## config.mk

```make
export PLATFORM = sky130hd
export DESIGN_NAME = uart_tx_scheduler
export DESIGN_NICKNAME = d
export VERILOG_FILES = /design/src/rtl/uart_tx_scheduler.sv
export SDC_FILE = /design/constraint.sdc
export NUM_CORES = 1
export LEC_CHECK = 0
export CORE_MARGIN = 4
export CORE_UTILIZATION = 47
export DETAILED_ROUTE_END_ITERATION = 16
export PLACE_DENSITY_LB_ADDON = 0.2
export SLEW_MARGIN = 40
export SYNTH_ARGS = -nofsm -noshare
export SYNTH_HDL_FRONTEND = slang
export SYNTH_SLANG_ARGS = --single-unit
```

## constraint.sdc

```tcl
create_clock -name i_Clock -period 1.9 [get_ports i_Clock]
set_input_delay 0.38 -clock i_Clock [delete_from_list [all_inputs] [get_ports i_Clock]]
set_output_delay 0.38 -clock i_Clock [all_outputs]
set_load 0.1 [all_outputs]
```

## src/rtl/uart_tx_scheduler.sv

```systemverilog
// Round-robin scheduler that shares one UART transmitter between N_REQ byte producers,
// with a programmable inter-frame gap and a done watchdog.
module uart_tx_scheduler #(
   parameter int unsigned N_REQ          = 4,
   parameter int unsigned ID_W           = 2,
   parameter int unsigned GAP_CYCLES     = 16,
   parameter int unsigned TIMEOUT_CYCLES = 4096
) (
   input  logic                 i_Clock,
   input  logic                 i_reset,
   input  logic [N_REQ-1:0]     i_req_valid,
   input  logic [8*N_REQ-1:0]   i_req_data,
   output logic [N_REQ-1:0]     o_req_ready,
   output logic                 o_TX_DV,
   output logic [7:0]           o_TX_Byte,
   input  logic                 i_TX_Done,
   output logic [ID_W-1:0]      o_grant_id,
   output logic                 o_busy,
   output logic                 o_timeout
);

   localparam int unsigned WD_W     = (TIMEOUT_CYCLES > 2) ? $clog2(TIMEOUT_CYCLES) : 1;
   localparam int unsigned GAP_W    = (GAP_CYCLES > 2) ? $clog2(GAP_CYCLES) : 1;
   localparam int unsigned WD_LAST  = TIMEOUT_CYCLES - 1;
   localparam int unsigned GAP_LAST = (GAP_CYCLES == 0) ? 0 : GAP_CYCLES - 1;

   typedef enum logic [1:0] {
      IDLE      = 2'd0,
      LAUNCH    = 2'd1,
      WAIT_DONE = 2'd2,
      GAP       = 2'd3
   } state_t;

   state_t             state;
   state_t             state_nxt;

   logic [ID_W-1:0]    last_grant;
   logic [WD_W-1:0]    wd_cnt;
   logic [GAP_W-1:0]   gap_cnt;

   logic [N_REQ-1:0]   ready_nxt;
   logic               dv_nxt;
   logic [7:0]         byte_nxt;
   logic [ID_W-1:0]    grant_nxt;
   logic               busy_nxt;
   logic               timeout_nxt;
   logic [ID_W-1:0]    last_nxt;
   logic [WD_W-1:0]    wd_nxt;
   logic [GAP_W-1:0]   gap_nxt;

   logic               any_valid;
   logic [ID_W-1:0]    sel_id;
   logic [7:0]         sel_data;
   logic               wd_expired;
   logic               gap_last;

   // Round-robin pick: walking the offsets downward lets the nearest set bit after last_grant win.
   always_comb begin
      int unsigned idx;
      idx       = 0;
      any_valid = |i_req_valid;
      sel_id    = '0;
      for (int unsigned i = N_REQ; i > 0; i--) begin
         idx = 32'(last_grant) + i;
         if (idx >= N_REQ) idx = idx - N_REQ;
         if (i_req_valid[ID_W'(idx)]) sel_id = ID_W'(idx);
      end
      sel_data = '0;
      for (int unsigned k = 0; k < N_REQ; k++) begin
         if (sel_id == ID_W'(k)) sel_data = i_req_data[8*k +: 8];
      end
   end

   assign wd_expired = (wd_cnt == WD_W'(WD_LAST));
   assign gap_last   = (gap_cnt == GAP_W'(GAP_LAST));

   // State register
   always_ff @(posedge i_Clock) begin
      if (i_reset) state <= IDLE;
      else         state <= state_nxt;
   end

   // Next-state logic; a done pulse outranks a simultaneous watchdog expiry
   always_comb begin
      state_nxt = state;
      unique case (state)
         IDLE:      if (any_valid) state_nxt = LAUNCH;
         LAUNCH:    state_nxt = WAIT_DONE;
         WAIT_DONE: begin
            if (i_TX_Done)       state_nxt = (GAP_CYCLES == 0) ? IDLE : GAP;
            else if (wd_expired) state_nxt = IDLE;
         end
         GAP:       if (gap_last) state_nxt = IDLE;
         default:   state_nxt = IDLE;
      endcase
   end

   // Output and datapath next values, registered below
   always_comb begin
      ready_nxt   = '0;
      dv_nxt      = 1'b0;
      timeout_nxt = 1'b0;
      byte_nxt    = o_TX_Byte;
      grant_nxt   = o_grant_id;
      last_nxt    = last_grant;
      wd_nxt      = wd_cnt;
      gap_nxt     = gap_cnt;
      busy_nxt    = (state_nxt != IDLE);
      unique case (state)
         IDLE: begin
            if (any_valid) begin
               ready_nxt = N_REQ'(1) << sel_id;
               byte_nxt  = sel_data;
               grant_nxt = sel_id;
               last_nxt  = sel_id;
            end
         end
         LAUNCH: begin
            dv_nxt = 1'b1;
            wd_nxt = '0;
         end
         WAIT_DONE: begin
            if (i_TX_Done)       gap_nxt = '0;
            else if (wd_expired) timeout_nxt = 1'b1;
            else                 wd_nxt = wd_cnt + WD_W'(1);
         end
         GAP:     gap_nxt = gap_cnt + GAP_W'(1);
         default: ;
      endcase
   end

   always_ff @(posedge i_Clock) begin
      if (i_reset) begin
         o_req_ready <= '0;
         o_TX_DV     <= 1'b0;
         o_TX_Byte   <= '0;
         o_grant_id  <= '0;
         o_busy      <= 1'b0;
         o_timeout   <= 1'b0;
         last_grant  <= ID_W'(N_REQ - 1);
         wd_cnt      <= '0;
         gap_cnt     <= '0;
      end else begin
         o_req_ready <= ready_nxt;
         o_TX_DV     <= dv_nxt;
         o_TX_Byte   <= byte_nxt;
         o_grant_id  <= grant_nxt;
         o_busy      <= busy_nxt;
         o_timeout   <= timeout_nxt;
         last_grant  <= last_nxt;
         wd_cnt      <= wd_nxt;
         gap_cnt     <= gap_nxt;
      end
   end

endmodule

```

==> qor.yml, run 1 <==
run_status:
  outcome: "finished clean"
global_routing:
  grt_max_degree: 19
  grt_pass1_vias: 1716
  grt_pass1_wl_mm: 7.58
  antenna_found_initial: 0
  grt-ovfl-total: 0
  grt_usage: 0.187
timing:
  finalSetupViolCount: 0
  slew_violations: 0
  finalHoldViolCount: 0
  min_period_over_period: 0.956
  whs_ns: 0.477
  max_freq_ghz: 0.550
  setup_tns_ns: 0
  period_minus_slack_ns: 1.82
  rsz0062_at_grt: "no"
  slew_headroom: 0.622
  tightest_slew_ns: 0.565
  finClkSkew_ns: 0.00779
clock_tree:
  numCtsBuffers: 5
  cts_tree: "built"
  ctsHtreeMaxLevel: 2
  post-cts-setup-buffers: 0
  clock_path_buffers: 2
  clockRootBuffer: "clkbuf_8"
  clk_latency_ns: 0.29
  clk_pin_slew_ns: 0.07
  hold_buffers: 0
  cts_sinks: 37
logic_synthesis:
  syn_avg_cell_area_um2: 9.34
  synthFlopType: "dfxtp_1"
  mappedNetlistArea_um2: 1910
  async_flop_share: 0
  seq_area_frac_synth: 0.387
  ys_warn_count: 0
  netlist_instances: 205
  syn_nets: 246
  ys_ff_latch: 37
  synth-edff-count: 0
  synth_cell_types: 42
routing:
  drc: 0
  drtIter0Drc: 117
  wl_mm: 4.38
  wl_met2_mm: 2.19
  top_layer: "met4"
  wire_per_inst_um: 13.4
  via_count: 1713
  dr_wl_met3_um: 227
  firstDrtPassIters: 4
  avgViaCountPerCell: 5.25
  antenna_left: 0
  met1_length_mm: 1.89
layout:
  fin_area_um2: 2700
  drive_gt1_frac: 0.241
  diodes: 0
  syn_to_final_growth_pct: 40.8
  instances_no_fill: 326
  final_nets: 319
floorplan:
  dieArea_um2: 5160
  start_util: 0.504
  fp.dieH_um: 71.8
  io_pins: 56
  core_area_um2: 3800
  num_rows: 22
  die_w_um: 71.8
place:
  dpl-instance-area_um2: 2600
  gp_congestion: 0.793
  portBuffers: 55
  post-place-cells: 319
  hpwlAfterDp_mm: 3.34
hold_path:
  holdCritPathClass: "reg -> reg"
critical_path:
  cp.required_ns: 2.13
  start_kind: "primary input"
  path_class: "in -> reg"
  critical-path-max-stage-delay_ns: 0.47
  cp_max_fo: 10
  cp_num_buf_inv: 2
  slowest_stage: "clkdlybuf4s50_1"
  path_cells: "clkdlybuf4s50_1 > buf_4 > nand2b_1 > a21o_1 > o311ai_4 > mux2_2 > o21ai_1"
  critical_path_arrival_ns: 2.04
  endpoint_kind: "flip-flop"
  cp_top_family: "buffers and inverters"
job:
  max-cap-violations: 0
power_and_ir_drop:
  powerDensity_nw_per_um2: 927
  leakage_uw: 0.00109
  max-vdd-ir-drop_mv: 0.447
-- synthesized netlist by cell type (2+ instances only) --
cell	count	area share
a211o_1	2	0.0092
a211oi_1	3	0.012
a21oi_1	6	0.016
a22oi_1	2	0.0078
a41oi_1	2	0.0092
and2b_1	2	0.0078
and3_1	2	0.0065
buf_4	3	0.012
clkbuf_1	6	0.012
dfxtp_1	37	0.39
ha_1	2	0.013
inv_1	3	0.0059
mux2_2	8	0.047
mux2i_1	17	0.089
nand2_1	8	0.016
nand2b_1	8	0.026
nand3_1	4	0.010
nand3b_1	8	0.031
nand4_1	3	0.0098
nor2_1	27	0.053
nor2b_1	2	0.0065
nor3_1	5	0.013
nor3b_1	2	0.0078
o21ai_0	7	0.018
o21ai_1	5	0.013
o21ai_2	5	0.023
or2_2	2	0.0065
xnor2_1	10	0.046
-- cells by family after synthesis --
logic type                 count (synthesis)  share of synthesized area
DFF                                       37                      0.387
and+or+nand+nor                           78                      0.231
buffers and inverters                     14                     0.0379
adders and majority gates                  2                     0.0131
xor gates and xnor gates                  10                     0.0457
AOI/OAI and AO/OA                         39                      0.149
muxes                                     25                      0.136
-- registers in the layout (all words and copies together), names as in the netlist --
signal	count
o_timeout	1
o_TX_DV	1
o_busy	1
wd_cnt	12
o_TX_Byte	8
state	2
o_req_ready	4
gap_cnt	4
last_grant	2
o_grant_id	2
-- area by class of cell --
class                   count  area [µm²]
repair buffers             77         686
fillers                   316        1100
clock buffers               7        86.3
multi-input cells         154        1110
well taps                  48        60.1
inverters                   3        11.3
flip-flops and latches     37         742
-- report_power, final --
part / total [µW] / internal (µW) / switching (µW) / leakage, µW
registers: 908 / 852 / 55.6 / 0.000303
clock network: 549 / 288 / 262 / 0.0000443
logic: 1040 / 380 / 663 / 0.000741
total: 2500 / 1520 / 981 / 0.00109
-- cells in the final DEF, fill, tap and decap left out, types with 4 or more instances in the layout --
master,instances
mux2i_1,17
dfxtp_1,36
nand3b_1,8
buf_4,38
nor3_1,5
o21ai_2,5
xnor2_1,10
clkbuf_8,6
o21ai_1,5
a21oi_1,6
nand3_1,4
nor2_1,27
nand2b_1,8
nand2_1,8
mux2_2,8
clkdlybuf4s50_1,38
o21ai_0,7
-- per-stage QoR --
step,power (µW),util,setup WS (ns)
final,2500,0.710,0.0831
after global routing,2610,0.710,0.00510
after CTS,2510,0.709,0.0759
after detailed placement,1970,0.684,-0.378
after global placement,1950,0.684,-0.319
after floorplan,1660,-,0.353
-- worst paths after layout --
check / start / end / slack (ns) / cells after the start
hold reg to reg: o_TX_Byte[1] / o_TX_Byte[1] / 0.48 / 2
hold / removal: o_TX_Byte[1] / o_TX_Byte[1] / 0.48 / 2
setup reg to reg: wd_cnt[0] / wd_cnt[4] / 0.22 / 7
setup / recovery: i_req_valid[2] / o_TX_Byte[1] / 0.08 / 7
-- per-layer routing --
metal  global-route usage  vias to the layer above
li1                     -                      882
met5                    0                        -
met2                0.318                       38
met1                0.215                      787
met3               0.0659                        6
met4               0.0689                        0
-- worst min-delay path, cell delays in order, from the launching register on --
cell,delay (ns)
dfxtp_1,0.31
nand3b_1,0.07
o21ai_1,0.05
-- repair_timing --
action                                  CTS  global route
endpoints found under the setup margin    8             1
resized for setup                         1             1
hold endpoints to repair                  0             0
Power figures use the tool's default switching activity.
==> run 2: changes to the inputs <==
Settings changed: PLACE_DENSITY set to 0.83, PLACE_DENSITY_LB_ADDON 0.2 to not set.
==> qor.yml, run 2 (synthesis gave the netlist of run 1 again) <==
layout:
  top_register: "wd_cnt"
  final_nets: 318
  largest_register_ffs: 12
  seqCellArea_um2: 741
  drive_gt1_frac: 0.255
  nFillCells: 288
  reg_top3: "wd_cnt (12), o_TX_Byte (8)"
  final_cell_mix: "dfxtp_1, clkdlybuf4s50_1, buf_4"
  diodes: 0
  final_common_cell: "dfxtp_1"
  syn_to_final_growth_pct: 44.8
  multi_input_area_um2: 1150
  final_util: 0.730
routing:
  antenna_left: 0
  via_count: 1747
  wl_mm: 4.73
  avgViaCountPerCell: 5.36
  drtIter0Drc: 83
  wire_per_inst_um: 14.5
  drc: 0
  firstDrtPassIters: 4
clock_tree:
  hold_buffers: 0
  clk_pin_slew_ns: 0.07
  clock_path_buffers: 2
  cts_tree: "built"
  clk_latency_ns: 0.29
  numCtsBuffers: 5
  cts_sinks: 37
  ctsHtreeMaxLevel: 2
  clockRootBuffer: "clkbuf_8"
  post-cts-setup-buffers: 0
power_and_ir_drop:
  clock_power_share: 0.209
  leakage_uw: 0.00115
  pwr-share-comb: 0.438
  max-vdd-ir-drop_mv: 0.532
  powerDensity_nw_per_um2: 930
  internal_power_uw: 1540
  p_switching_uw: 1040
  pwr-share-seq: 0.353
  p_total_uw: 2580
  sw_frac_of_total: 0.404
hold_path:
  holdCritPathClass: "reg -> reg"
  hold_end: "o_TX_Byte[1]"
  holdCritStartpoint: "o_TX_Byte[1]"
  hold_depth: 2
critical_path:
  start_kind: "primary input"
  r2r_start: "wd_cnt[8]"
  cp_max_fo: 10
  endpoint_kind: "flip-flop"
  critical_path_arrival_ns: 2.04
  cp.required_ns: 2.13
  path_class: "in -> reg"
  ff2ff_setup_slack_ns: 0.18
  rr_worst_depth: 5
  rr_endpoint: "wd_cnt[1]"
timing:
  slew_violations: 0
  finalSetupViolCount: 0
  tightest_slew_ns: 0.610
  finalHoldViolCount: 0
  rsz0062_at_grt: "no"
  period_minus_slack_ns: 1.81
  max_freq_ghz: 0.552
  slew_headroom: 0.592
  whs_ns: 0.478
  min_period_over_period: 0.953
  finClkSkew_ns: 0.00351
floorplan:
  core_area_um2: 3800
  die_w_um: 71.8
  dieArea_um2: 5160
  io_pins: 56
  num_rows: 22
  fp.dieH_um: 71.8
  start_util: 0.504
place:
  gp_congestion: 0.814
  portBuffers: 55
  hpwlAfterDp_mm: 3.31
job:
  max-cap-violations: 0
global_routing:
  grt_usage: 0.180
  grt_pass1_wl_mm: 7.38
  antenna_found_initial: 0
  grt_pass1_vias: 1668
  grt-ovfl-total: 0
  grt_max_degree: 24
run_status:
  outcome: "finished clean"
## run 2: routing by layer
layer / track usage / vias up / routed length, µm
met5: 0 / - / 0
met3: 0.0519 / 9 / 263
met4: 0.0585 / 0 / 106
met2: 0.305 / 46 / 2420
li1: - / 885 / -
met1: 0.219 / 807 / 1950
## run 2: area by class of cell
| cell class | instances | share of cell area |
|---|---|---|
| Tap cell | 48 | 0.0217 |
| Multi-Input combinational cell | 154 | 0.413 |
| Inverter | 3 | 0.00406 |
| Sequential cell | 37 | 0.267 |
| Clock inverter | 3 | 0.00632 |
| Clock buffer | 5 | 0.0248 |
| Timing Repair Buffer | 76 | 0.263 |
## run 2: per-stage QoR
step           cells  worst slack, ns  TNS (ns)  instance area, µm²
6_report         326           0.0887         0                2770
3_5_place_dp     315           -0.376     -4.57                2570
4_1_cts          323           0.0799         0                2670
5_1_grt          326           0.0278         0                2770
2_1_floorplan    205            0.353         0                1910
3_3_place_gp     315           -0.315     -3.67                2570
## run 2: repair_timing
item                       4_1_cts  5_1_grt
setup endpoints to repair        8        2
pin swaps                        0        1
gates resized for setup          1       11
cloned                           0        3
## run 2: worst max path at each step
stage | startpoint | endpoint | slack [ns] | cells after the start
3_3_place_gp | i_req_valid[1] | o_TX_Byte[5] | -0.31 | 5
4_1_cts | i_req_valid[0] | o_TX_Byte[6] | 0.08 | 8
5_1_grt | i_req_valid[2] | o_TX_Byte[7] | 0.03 | 7
2_1_floorplan | i_req_valid[2] | o_TX_Byte[2] | 0.35 | 6
6_report | i_req_valid[2] | o_TX_Byte[7] | 0.09 | 7
3_5_place_dp | i_req_valid[1] | o_TX_Byte[3] | -0.38 | 5
## run 2: critical path, stage by stage
cell             delay, ns
clkdlybuf4s50_1       0.47
buf_4                 0.16
nand2b_1              0.13
a21o_1                0.20
o311ai_4              0.19
mux2_2                0.42
o21ai_2               0.10
## run 2: power by group through the flow
stage	clock, µW	combinational (µW)	sequential (µW)
after global routing	581	1180	921
after floorplan	0	368	1300
after CTS	549	1040	905
after detailed placement	0	1040	922
after global placement	0	1020	922
final	540	1130	909
==> run 3: changes to the inputs <==
==> constraint.sdc (replaced) <==
create_clock -name i_Clock -period 1.9 [get_ports i_Clock]
set_input_delay 0.19 -clock i_Clock [delete_from_list [all_inputs] [get_ports i_Clock]]
set_output_delay 0.19 -clock i_Clock [all_outputs]
set_load 0.1 [all_outputs]
==> qor.yml, run 3 (synthesis gave the netlist of run 1 again) <==
routing:
  wl_mm: 4.15
  drtIter0Drc: 80
  via_count: 1689
  avgViaCountPerCell: 5.34
  drc: 0
  firstDrtPassIters: 4
  antenna_left: 0
  wire_per_inst_um: 13.1
layout:
  seqCellArea_um2: 741
  final_common_cell: "clkdlybuf4s50_1"
  nFillCells: 313
  drive_gt1_frac: 0.209
  syn_to_final_growth_pct: 36.9
  final_nets: 309
  multi_input_area_um2: 1110
  final_cell_mix: "clkdlybuf4s50_1, dfxtp_1, buf_4"
  reg_top3: "wd_cnt (12), o_TX_Byte (8)"
  diodes: 0
  top_register: "wd_cnt"
  largest_register_ffs: 12
clock_tree:
  clock_path_buffers: 2
  cts_resized: 0
  clk_pin_slew_ns: 0.07
  clockRootBuffer: "clkbuf_8"
  post-cts-setup-buffers: 0
  hold_buffers: 0
  clk_latency_ns: 0.29
  cts_sinks: 37
  ctsHtreeMaxLevel: 2
  cts_tree: "built"
  numCtsBuffers: 5
power_and_ir_drop:
  p_switching_uw: 971
  max-vdd-ir-drop_mv: 0.472
  p_total_uw: 2460
  pwr-share-seq: 0.369
  leakage_uw: 0.00104
  powerDensity_nw_per_um2: 939
  pwr-share-comb: 0.407
  clock_power_share: 0.224
  sw_frac_of_total: 0.395
  internal_power_uw: 1490
global_routing:
  grt_usage: 0.171
  grt-ovfl-total: 0
  grt_pass1_vias: 1697
  grt_pass1_wl_mm: 6.99
  antenna_found_initial: 0
  grt_max_degree: 22
critical_path:
  endpoint_kind: "flip-flop"
  cp.required_ns: 2.07
  rr_worst_depth: 5
  crit_start: "state[1]"
  path_class: "reg -> reg"
  critical_path_arrival_ns: 1.88
  rr_endpoint: "wd_cnt[10]"
  cp_max_fo: 12
  start_kind: "flip-flop"
  r2r_start: "state[1]"
  ff2ff_setup_slack_ns: 0.19
floorplan:
  start_util: 0.504
  die_w_um: 71.8
  fp.dieH_um: 71.8
  num_rows: 22
  io_pins: 56
  core_area_um2: 3800
  dieArea_um2: 5160
place:
  hpwlAfterDp_mm: 3.12
  gp_congestion: 0.796
  portBuffers: 55
timing:
  finalHoldViolCount: 0
  finClkSkew_ns: 0.00317
  period_minus_slack_ns: 1.71
  setup_tns_ns: 0
  slew_violations: 0
  rsz0062_at_grt: "no"
  tightest_slew_ns: 0.644
  finalSetupViolCount: 0
  slew_headroom: 0.570
  max_freq_ghz: 0.584
  min_period_over_period: 0.901
hold_path:
  hold_end: "o_TX_Byte[1]"
  holdCritPathClass: "reg -> reg"
  holdCritStartpoint: "o_TX_Byte[1]"
  hold_depth: 2
job:
  max-cap-violations: 0
run_status:
  outcome: "finished clean"
==> run 3: cell types whose count changed in the layout (fill, tap and decap cells not counted), sizes merged <==
cell	change
buf	-7
clkdlybuf4s50	+3
clkinv	-2
clkinvlp	-1
dlymetal6s2s	-3
==> run 3: how the worst max path moves through the flow <==
stage / to / slack, ns / cells past startpoint
after floorplan: wd_cnt[9] / 0.37 / 6
after global placement: o_TX_Byte[3] / -0.20 / 5
after detailed placement: o_TX_Byte[7] / -0.06 / 7
after CTS: wd_cnt[10] / 0.18 / 5
after global routing: wd_cnt[10] / 0.07 / 5
final: wd_cnt[10] / 0.19 / 5
==> run 3: final cells by class <==
class,instances,share of cell area
Timing Repair Buffer,67,0.233
Sequential cell,37,0.283
Clock buffer,7,0.0330
Inverter,3,0.00430
Tap cell,48,0.0229
Multi-Input combinational cell,154,0.424
==> run 3: routing by layer <==
| layer | track usage | part of all wire |
|---|---|---|
| met5 | 0 | 0 |
| met4 | 0.0898 | 0.024 |
| met3 | 0.0337 | 0.042 |
| met2 | 0.315 | 0.51 |
| met1 | 0.183 | 0.42 |
==> run 3: stage by stage <==
step	util	setup WS [ns]	hold WS (ns)	cell area (µm²)	std cells
after floorplan	-	0.373	0.349	1910	205
after global placement	0.664	-0.204	0.466	2520	309
after detailed placement	0.667	-0.0616	0.471	2530	309
after CTS	0.690	0.185	0.483	2620	316
after global routing	0.690	0.0706	0.515	2620	316
final	0.690	0.188	0.481	2620	316
==> run 3: critical path, cell delays in order, from the launching register on <==
cell and delay, ns:
dfxtp_1 0.52, nor3b_4 0.31, o21ai_0 0.20, a211oi_1 0.35, xnor2_1 0.16, nor2_1 0.05
==> run 3: power by group through the flow <==
stage / logic (µW) / registers (µW) / clock network (µW)
final: 1000 / 907 / 550
after global routing: 1060 / 918 / 591
after CTS: 1010 / 907 / 556
after detailed placement: 1010 / 924 / 0
after global placement: 996 / 921 / 0
after floorplan: 368 / 1300 / 0
